===== src/rtl/path_follower.sv =====
// Replays backtraced direction codes from path memory as a paced, handshaked move stream,
// tracking the runner position and flagging malformed paths or paths that miss the goal.
//
// state | meaning
// IDLE  | waiting for start
// FETCH | path memory read strobe for index rptr
// WAIT  | read data arrives, latched into dir_q
// CHECK | validate code, grid bounds and wall at target cell
// EMIT  | move offered downstream until move_ready
// PACE  | inter-move gap of STEP_CYCLES cycles
// FINAL | compare final position with goal
// DONE  | path completed at goal
// ERR   | fault latched in err_code
module path_follower #(
    parameter int START_ROW   = 9,
    parameter int START_COL   = 0,
    parameter int GOAL_ROW    = 0,
    parameter int GOAL_COL    = 9,
    parameter int STEP_CYCLES = 4
) (
    input  logic        clk,
    input  logic        rst,
    input  logic        start,
    input  logic [6:0]  path_length,
    input  logic [0:99] maze,
    output logic        path_read_en,
    output logic [6:0]  path_read_index,
    input  logic [3:0]  path_read_data,
    output logic        move_valid,
    output logic [3:0]  move_dir,
    input  logic        move_ready,
    output logic [3:0]  pos_row,
    output logic [3:0]  pos_col,
    output logic        busy,
    output logic        done,
    output logic        err,
    output logic [2:0]  err_code
);

    localparam logic [3:0] START_R   = 4'(START_ROW);
    localparam logic [3:0] START_C   = 4'(START_COL);
    localparam logic [3:0] GOAL_R    = 4'(GOAL_ROW);
    localparam logic [3:0] GOAL_C    = 4'(GOAL_COL);
    localparam logic [7:0] PACE_LOAD = 8'(STEP_CYCLES);

    localparam logic [3:0] DIR_UP    = 4'b0001;
    localparam logic [3:0] DIR_DOWN  = 4'b0010;
    localparam logic [3:0] DIR_LEFT  = 4'b0100;
    localparam logic [3:0] DIR_RIGHT = 4'b1000;

    typedef enum logic [3:0] {
        IDLE, FETCH, WAIT, CHECK, EMIT, PACE, FINAL, DONE, ERR
    } state_t;

    state_t     state;
    logic [6:0] rptr;
    logic [6:0] len;
    logic [3:0] dir_q;
    logic [7:0] pace_cnt;

    logic       dir_ok;
    logic       off_grid;
    logic       wall;
    logic [3:0] t_row;
    logic [3:0] t_col;
    logic [6:0] cell_idx;

    always_comb begin
        path_read_en    = (state == FETCH);
        path_read_index = path_read_en ? rptr : 7'd0;
        move_valid      = (state == EMIT);
        move_dir        = move_valid ? dir_q : 4'd0;
        busy            = !(state == IDLE || state == DONE || state == ERR);
    end

    // Target cell of the pending move; the wall lookup is only meaningful on-grid.
    always_comb begin
        dir_ok   = 1'b1;
        off_grid = 1'b0;
        t_row    = pos_row;
        t_col    = pos_col;
        case (dir_q)
            DIR_UP:    begin off_grid = (pos_row == 4'd0); t_row = pos_row - 4'd1; end
            DIR_DOWN:  begin off_grid = (pos_row == 4'd9); t_row = pos_row + 4'd1; end
            DIR_LEFT:  begin off_grid = (pos_col == 4'd0); t_col = pos_col - 4'd1; end
            DIR_RIGHT: begin off_grid = (pos_col == 4'd9); t_col = pos_col + 4'd1; end
            default:   dir_ok = 1'b0;
        endcase
        cell_idx = (off_grid || !dir_ok) ? 7'd0
                                         : ({3'd0, t_row} * 7'd10 + {3'd0, t_col});
        wall     = dir_ok && !off_grid && maze[cell_idx];
    end

    always_ff @(posedge clk) begin
        if (!rst) begin
            state    <= IDLE;
            rptr     <= 7'd0;
            len      <= 7'd0;
            dir_q    <= 4'd0;
            pace_cnt <= 8'd0;
            pos_row  <= START_R;
            pos_col  <= START_C;
            done     <= 1'b0;
            err      <= 1'b0;
            err_code <= 3'd0;
        end else begin
            case (state)
                IDLE, DONE, ERR: begin
                    if (start) begin
                        done     <= 1'b0;
                        err      <= 1'b0;
                        err_code <= 3'd0;
                        len      <= path_length;
                        rptr     <= 7'd0;
                        pos_row  <= START_R;
                        pos_col  <= START_C;
                        if (path_length == 7'd0) begin
                            state    <= ERR;
                            err      <= 1'b1;
                            err_code <= 3'd1;
                        end else begin
                            state <= FETCH;
                        end
                    end
                end
                FETCH: state <= WAIT;
                WAIT: begin
                    dir_q <= path_read_data;
                    state <= CHECK;
                end
                CHECK: begin
                    if (!dir_ok) begin
                        state <= ERR; err <= 1'b1; err_code <= 3'd2;
                    end else if (off_grid) begin
                        state <= ERR; err <= 1'b1; err_code <= 3'd3;
                    end else if (wall) begin
                        state <= ERR; err <= 1'b1; err_code <= 3'd4;
                    end else begin
                        state <= EMIT;
                    end
                end
                EMIT: begin
                    if (move_ready) begin
                        pos_row  <= t_row;
                        pos_col  <= t_col;
                        rptr     <= rptr + 7'd1;
                        pace_cnt <= PACE_LOAD;
                        if (STEP_CYCLES == 0)
                            state <= ((rptr + 7'd1) < len) ? FETCH : FINAL;
                        else
                            state <= PACE;
                    end
                end
                PACE: begin
                    if (pace_cnt <= 8'd1)
                        state <= (rptr < len) ? FETCH : FINAL;
                    else
                        pace_cnt <= pace_cnt - 8'd1;
                end
                FINAL: begin
                    if (pos_row == GOAL_R && pos_col == GOAL_C) begin
                        state <= DONE;
                        done  <= 1'b1;
                    end else begin
                        state    <= ERR;
                        err      <= 1'b1;
                        err_code <= 3'd5;
                    end
                end
                default: state <= IDLE;
            endcase
        end
    end

endmodule


===== config.mk =====
export PLATFORM = sky130hd
export DESIGN_NAME = path_follower
export DESIGN_NICKNAME = d
export VERILOG_FILES = /design/src/rtl/path_follower.sv
export SDC_FILE = /design/constraint.sdc
export NUM_CORES = 1
export LEC_CHECK = 0
export ABC_AREA = 1
export BUFFER_PORTS_ARGS = -buffer_cell sky130_fd_sc_hd__buf_2
export CAP_MARGIN = 10
export CORE_MARGIN = 1
export CORE_UTILIZATION = 35
export CTS_CLUSTER_SIZE = 20
export DETAILED_ROUTE_END_ITERATION = 10
export SYNTH_ARGS = -nofsm -noshare
export SYNTH_HDL_FRONTEND = slang
export SYNTH_SLANG_ARGS = --single-unit

===== constraint.sdc =====
create_clock -name clk -period 3.9 [get_ports clk]
set_input_delay 1.17 -clock clk [delete_from_list [all_inputs] [get_ports clk]]
set_output_delay 1.17 -clock clk [all_outputs]
set_load 0.02 [all_outputs]

==> impl_metrics.toml, run 1 <==
[outcome]
status = "finished clean"

[pwr]
power_leakage_uw = 0.00265
power_uw = 2860
ir_drop_mv = 0.243
powerDensity_mw_per_mm2 = 566

[clock_network]
ctsHoldBuffers = 0
clk_pin_slew_worst_paths_ns = 0.06
htreeDepth = 2
root_buffer = "clkbuf_16"
cts_buffer_depth = 2
tritoncts = "built"
clock_latency_ns = 0.29
numCtsBuffers = 5
cts.sink_count = 43

[placement]
dpl_cell_area_mm2 = 0.00480
dp_slack_ns = 0.103
placedCellCount = 950
gp_congestion = 0.911
port_buffers = 141
dp_hpwl_um = 9560

[sta]
drv_slew = 0
worst_pin_slew_ns = 0.684
finalSetupViolCount = 0
fin_crit_ns = 3.64
timing.final.crit_share_pct = 93.4
timing.hold.ws_ns = 0.458
fmax_mhz = 275
fin_skew_ns = 0.00750
relSlewSlack_pct = 54.1
hold_violations = 0
fin_ws_ns = 0.259

[setup_path]
crit_path_start = "dir_q[2]"
endpoint_kind = "flop"
timing.rr.end = "err_code[1]"
endpoint = "err_code[1]"
path_class = "reg -> reg"
cp_slowest_stage_delay_ns = 0.37
cpMaxStageDelayCell = "fa_1"
r2r_start = "dir_q[2]"
worstPathMaxFanout = 6
crit_arrival_ns = 3.85
r2r_setup_slack_ns = 0.26
crit_required_ns = 4.11
start_kind = "flop"
path_cells = "inv_2, nand2_1, nor2_2, buf_4, fa_1, xnor2_1, nand2_1, o21ai_2, ha_1, ha_4, a21oi_1, inv_1, a31oi_2, or2_2, nor2_1, xor2_1, xnor2_1, inv_1, nand3_2, nand4_4, nand2_2, nand2_1, a21oi_1"
cp_common_cell = "nand2_1"
reg2reg_depth = 23

[synth]
ys_seq_area_share_pct = 21.8
synth_area_mm2 = 0.00395
synth_ff_type = "dfxtp_1"
synth_edf_count = 0
avgSynthCellArea_um2 = 5.83
synth_warnings = 0
synth_cell_type_count = 41
async_flop_share_pct = 0
synth_seq_cells = 43
syn-instance-count = 678
syn-num-nets = 816

[grt]
grt_overflow = 0
grt_pass1_wl_um = 18800
track_usage_pct = 19.9
grt_max_degree = 59
grt_pass1_vias = 4175
antenna_found_initial = 0

[finish]
area_growth_pct = 28.0
multi_input_area_mm2 = 0.00266
drive_above_1_share_pct = 25.4
nets = 957
final-seq-area_um2 = 862
num_antenna_cells = 0
final_area_mm2 = 0.00505
stdcell_count = 960
fillers = 1188

[floorplanning]
io_pins = 142
die_area_mm2 = 0.0117
coreArea_mm2 = 0.0109
fp.dieH_um = 108
std_cell_rows = 38
die_w_um = 108
start_util_pct = 36.1

[detailed_routing]
vias_per_cell = 4.94
first_pass_iters = 4
routed_wirelength_um = 12200
drc_errors = 0
ant_nets = 0
num_vias = 4746
wl_per_cell_um = 12.7
dr.first_iter.drc_count = 353

[worst_hold_path]
hold_class = "reg -> reg"

[run]
drv_cap = 0
layout by cell type, fill, tap and decap left out, types with 2 or more instances in the layout:
cell type / instances
nand2_1: 200
buf_2: 141
inv_1: 85
nor2_1: 69
nand3_1: 63
a21oi_1: 53
dfxtp_1: 42
o21ai_0: 22
ha_1: 17
inv_2: 16
nand4_1: 14
buf_4: 14
nor3_1: 10
o211ai_1: 8
o21ai_1: 6
xor2_1: 5
nand3_2: 5
clkbuf_16: 5
nand2_2: 4
fa_1: 4
nor2_2: 3
xnor2_1: 3
nor2_4: 2
o21ai_2: 2
a21oi_2: 2
clkinv_1: 2
or2_2: 2
nor4_1: 2
ha_4: 2
clkbuf_8: 2
cells by family after synthesis:
| family | Yosys count | share of synthesized area, % |
|---|---|---|
| AOI/OAI and AO/OA | 100 | 13.8 |
| xor gates and xnor gates | 9 | 2.00 |
| adders and majority gates | 23 | 8.05 |
| buffers and inverters | 124 | 12.9 |
| DFF | 43 | 21.8 |
| and+or+nand+nor | 379 | 41.5 |
area by class of cell:
type                       instances  area share (%)
multi-input combinational        511            52.6
sequential                        43            17.1
timing repair buffer             155            16.0
inverter                         103            7.65
tap                              140            3.47
clock buffer                       7            3.02
clock inverter                     1           0.149
critical path: cells and delay by family, from the launching register on:
kind                     cells  cell delay (ns)
buffers and inverters        4             0.36
flip-flops                   1             0.36
AND/OR/NAND/NOR              9             1.06
AO/OA/AOI/OAI                4             0.30
XOR/XNOR                     3             0.47
adder cells (fa/ha/maj)      3             1.01
per-layer routing:
metal / GRT usage [%] / share of wire (%) / vias to the layer above
met4: 3.72 / 0.92 / 0
li1: - / - / 2459
met1: 25.7 / 46 / 2137
met2: 35.7 / 47 / 138
met3: 2.23 / 5.9 / 12
met5: 0 / 0 / -
sequential cells by signal (all words and copies together), names as in the netlist:
signal	cells
pace_cnt	8
len	7
rptr	7
dir_q	4
pos_col	4
pos_row	4
state	4
err_code	3
done	1
err	1
cells in the mapped netlist (3+ instances only):
cell type / instances / area, um^2
inv_2: 14 / 52.6
ha_1: 19 / 238
xor2_1: 6 / 52.6
nand2_1: 202 / 758
o21ai_0: 26 / 130
nand4_1: 14 / 87.6
nor2_2: 4 / 25.0
o21ai_1: 4 / 20.0
nor3_1: 10 / 50.1
nand3_1: 65 / 325
xnor2_1: 3 / 26.3
inv_1: 87 / 327
buf_4: 3 / 22.5
buf_2: 13 / 65.1
nand3_2: 3 / 30.0
fa_1: 4 / 80.1
nor2_1: 69 / 259
o211ai_1: 8 / 60.1
dfxtp_1: 43 / 861
a21oi_1: 54 / 270
worst min-delay path by stage:
stage,startpoint,end,slack (ns),cells past startpoint
6_report,err,err,0.46,2
5_1_grt,err_code[0],err_code[0],0.49,2
4_1_cts,err,err,0.46,2
3_5_place_dp,err,err,0.46,2
3_3_place_gp,len[6],len[6],0.45,2
2_1_floorplan,len[1],len[1],0.43,2
power breakdown:
| part | switching [uW] | internal [uW] |
|---|---|---|
| combinational | 1230 | 647 |
| sequential | 38.1 | 499 |
| clock | 170 | 272 |
| total | 1440 | 1420 |
what timing repair did:
item / in CTS / in global routing
buffers inserted: 0 / 2
resized for setup: 0 / 20
endpoints found under the hold margin: 0 / 0
endpoints found under the setup margin: 0 / 6
per-stage QoR:
step	utilization (%)	TNS [ns]
final	46.2	0
after global routing	46.2	-0.0706
after CTS	45.4	0
after detailed placement	43.9	0
after global placement	43.9	0
after floorplan	-	0
Power figures use the tool's default switching activity.
==> run 2: changes to the inputs <==
--- a/config.mk
+++ b/config.mk
@@ -5,11 +5,11 @@
 export SDC_FILE = /design/constraint.sdc
 export NUM_CORES = 1
 export LEC_CHECK = 0
-export ABC_AREA = 1
 export BUFFER_PORTS_ARGS = -buffer_cell sky130_fd_sc_hd__buf_2
 export CAP_MARGIN = 10
 export CORE_MARGIN = 1
 export CORE_UTILIZATION = 35
+export CTS_BUF_LIST = sky130_fd_sc_hd__clkbuf_2
 export CTS_CLUSTER_SIZE = 20
 export DETAILED_ROUTE_END_ITERATION = 10
 export SYNTH_ARGS = -nofsm -noshare
==> run 2 against run 1 <==
The flow now finishes with violations (negative setup slack). Die area grew 4.8%. Synthesized area grew 4.9%. Maximum frequency shrank 12%. Critical endpoint is now state[3]. Core utilization grew 2.7 points. Total power grew 18%. Register-to-register slack lost 0.51 ns. Highest routed layer unchanged. Wire length grew 15%.
==> impl_metrics.toml, run 2 <==
[outcome]
status = "complete, but fails checks"
violations = "negative setup slack"

[grt]
grt_max_degree = 36
grt_overflow = 0
busiest_layer = "met2"
use_met2_pct = 40.5
antenna_found_initial = 0
use_met1_pct = 28.4
grt_pass1_vias = 4721
grt_pass1_wl_um = 23200
grt_use_met3_pct = 3.28
track_usage_pct = 22.9

[sta]
fin_ws_ns = -0.254
worst_pin_slew_ns = 0.933
fin_skew_ns = 0.0342
rsz0062_at_grt = "true"
fin_crit_ns = 4.15
relSlewSlack_pct = 36.2
timing.final.crit_share_pct = 107
fmax_mhz = 241
timing.hold.ws_ns = 0.475
drv_slew = 0
finalSetupViolCount = 6
hold_violations = 0

[synth]
synth_cell_type_count = 73
synth_common_cells = "nand2_1, nor2_1, dfxtp_1"
async_flop_share_pct = 0
yosysTopAreaCell = "dfxtp_1"
syn-num-nets = 674
synth_ff_type = "dfxtp_1"
synth_edf_count = 0
synth_warnings = 0
avgSynthCellArea_um2 = 7.73
ys_seq_area_share_pct = 20.8
synth_seq_cells = 43
synth.area.top_cells = "dfxtp_1, ha_1, mux4_2, nand2_1, nor2_1"
synth_area_mm2 = 0.00414
synth.top_cell.area_share_pct = 20.8
syn-instance-count = 536

[setup_path]
r2r_start = "dir_q[0]"
endpoint = "state[3]"
worstPathMaxFanout = 5
crit_path_start = "dir_q[0]"
crit_arrival_ns = 4.55
timing.rr.end = "state[3]"
r2r_setup_slack_ns = -0.25
reg2reg_depth = 18
path_class = "reg -> reg"
endpoint_kind = "flop"
start_kind = "flop"
crit_required_ns = 4.29

[pwr]
p_clk_share_pct = 6.2
pwr-share-comb_pct = 77.9
power_leakage_uw = 0.00247
switchingPower_uw = 1640
power_uw = 3380
swShare_pct = 48.5
powerDensity_mw_per_mm2 = 602
ir_drop_mv = 0.343
intPower_uw = 1740
p_seq_share_pct = 15.9

[finish]
final_common_cell = "buf_2"
fillers = 1139
largest_reg_flops = 8
drive_above_1_share_pct = 38.9
post-route-util_pct = 48.9
num_antenna_cells = 0
top_register = "pace_cnt"
nets = 855
largest_registers = "pace_cnt (8), len (7), rptr (7)"
mostFrequentLayoutCells = "buf_2, buf_4, nand2_1"
area_growth_pct = 35.4

[clock_network]
ctsHoldBuffers = 0
numCtsBuffers = 5
tritoncts = "built"
clock_latency_ns = 0.45
root_buffer = "clkbuf_2"
htreeDepth = 2
cts_buffer_depth = 2
clk_pin_slew_worst_paths_ns = 0.26
cts.sink_count = 43

[worst_hold_path]
worst_hold_path.num_cells = 2
hold_class = "reg -> reg"

[detailed_routing]
num_vias = 4721
dr.first_iter.drc_count = 381
routed_wirelength_um = 14100
drc_errors = 0
vias_per_cell = 5.48
wl_per_cell_um = 16.3
first_pass_iters = 4
ant_nets = 0

[placement]
dp_hpwl_um = 11000
port_buffers = 141
gp_congestion = 0.914

[floorplanning]
std_cell_rows = 39
fp.dieH_um = 111
die_w_um = 111
io_pins = 142
start_util_pct = 36.1
coreArea_mm2 = 0.0115
die_area_mm2 = 0.0123

[run]
drv_cap = 0
## run 2: cell types whose count changed after synthesis, moves of 16 or more
| cell | before | now |
|---|---|---|
| nand2b_1 | 0 | 16 |
| clkbuf_1 | 2 | 22 |
| nand3_1 | 65 | 26 |
| nand2_1 | 202 | 56 |
| a21oi_1 | 54 | 23 |
| inv_1 | 87 | 26 |
## run 2: power by group through the flow
stage,Clock (uW),Combinational (uW),Sequential [uW]
floorplan,0,1640,525
global placement,0,2410,540
detailed placement,0,2440,544
CTS,217,2590,536
global route,240,2860,545
finish,211,2630,537
## run 2: logic make-up (layout without fill, tap and decap cells)
kind of cell	after synthesis	after routing	share of synthesized area [%]
AO/OA/AOI/OAI	130	130	22.3
AND/OR/NAND/NOR	229	229	27.9
multiplexers	21	21	8.12
flip-flops	43	43	20.8
adder cells (fa/ha/maj)	23	23	7.67
buffers and inverters	62	244	6.94
XOR/XNOR	28	28	6.28
## run 2: through the flow
stage / setup slack (ns) / area (um^2) / instances / setup TNS, ns
final: -0.254 / 5610 / 861 / -1.28
after global routing: -0.454 / 5610 / 861 / -2.56
after CTS: -0.208 / 5580 / 860 / -1.11
after global placement: -0.295 / 5390 / 845 / -1.61
after detailed placement: -0.434 / 5390 / 845 / -2.42
after floorplan: -0.319 / 4240 / 536 / -1.66
## run 2: area by class of cell
class                           instances  area (um^2)  share of cell area (%)
Sequential cell                        43          866                    15.4
Clock inverter                          3         23.8                   0.424
Inverter                               27          101                    1.81
Timing Repair Buffer                  209         1240                    22.1
Multi-Input combinational cell        431         3180                    56.6
Clock buffer                            5         25.0                   0.446
Tap cell                              143          179                    3.19
## run 2: worst max-delay path, stage by stage, from the launching register on
cell and delay (ns):
dfxtp_4 0.40, and2b_1 0.21, nand2_2 0.10, ha_4 0.25, a21o_1 0.18, a21oi_2 0.15
mux2i_2 0.29, xnor2_1 0.11, ha_1 0.31, ha_1 0.19, inv_1 0.06, fa_2 0.48
nor3_4 0.16, xor2_1 0.25, nor2_1 0.08, a2111oi_2 0.37, and3_4 0.28, nor3_2 0.06
a31o_1 0.20
## run 2: timing repair
action / CTS / global route
endpoints found under the hold margin: 0 / 0
pin swaps: 20 / 7
buffers inserted: 7 / 1
gates cloned: 0 / 0
setup endpoints to repair: 6 / 6
resized for setup: 20 / 8
## run 2: worst min path at each step
stage	startpoint	end
global placement	done	done
CTS	done	done
floorplan	len[1]	len[1]
global route	done	done
detailed placement	done	done
finish	done	done
## run 2: layer usage
layer / up-vias / part of all wire, %
met1: 2214 / 44
met2: 181 / 48
met4: 0 / 2.2
met5: - / 0
met3: 21 / 6.1
li1: 2305 / -
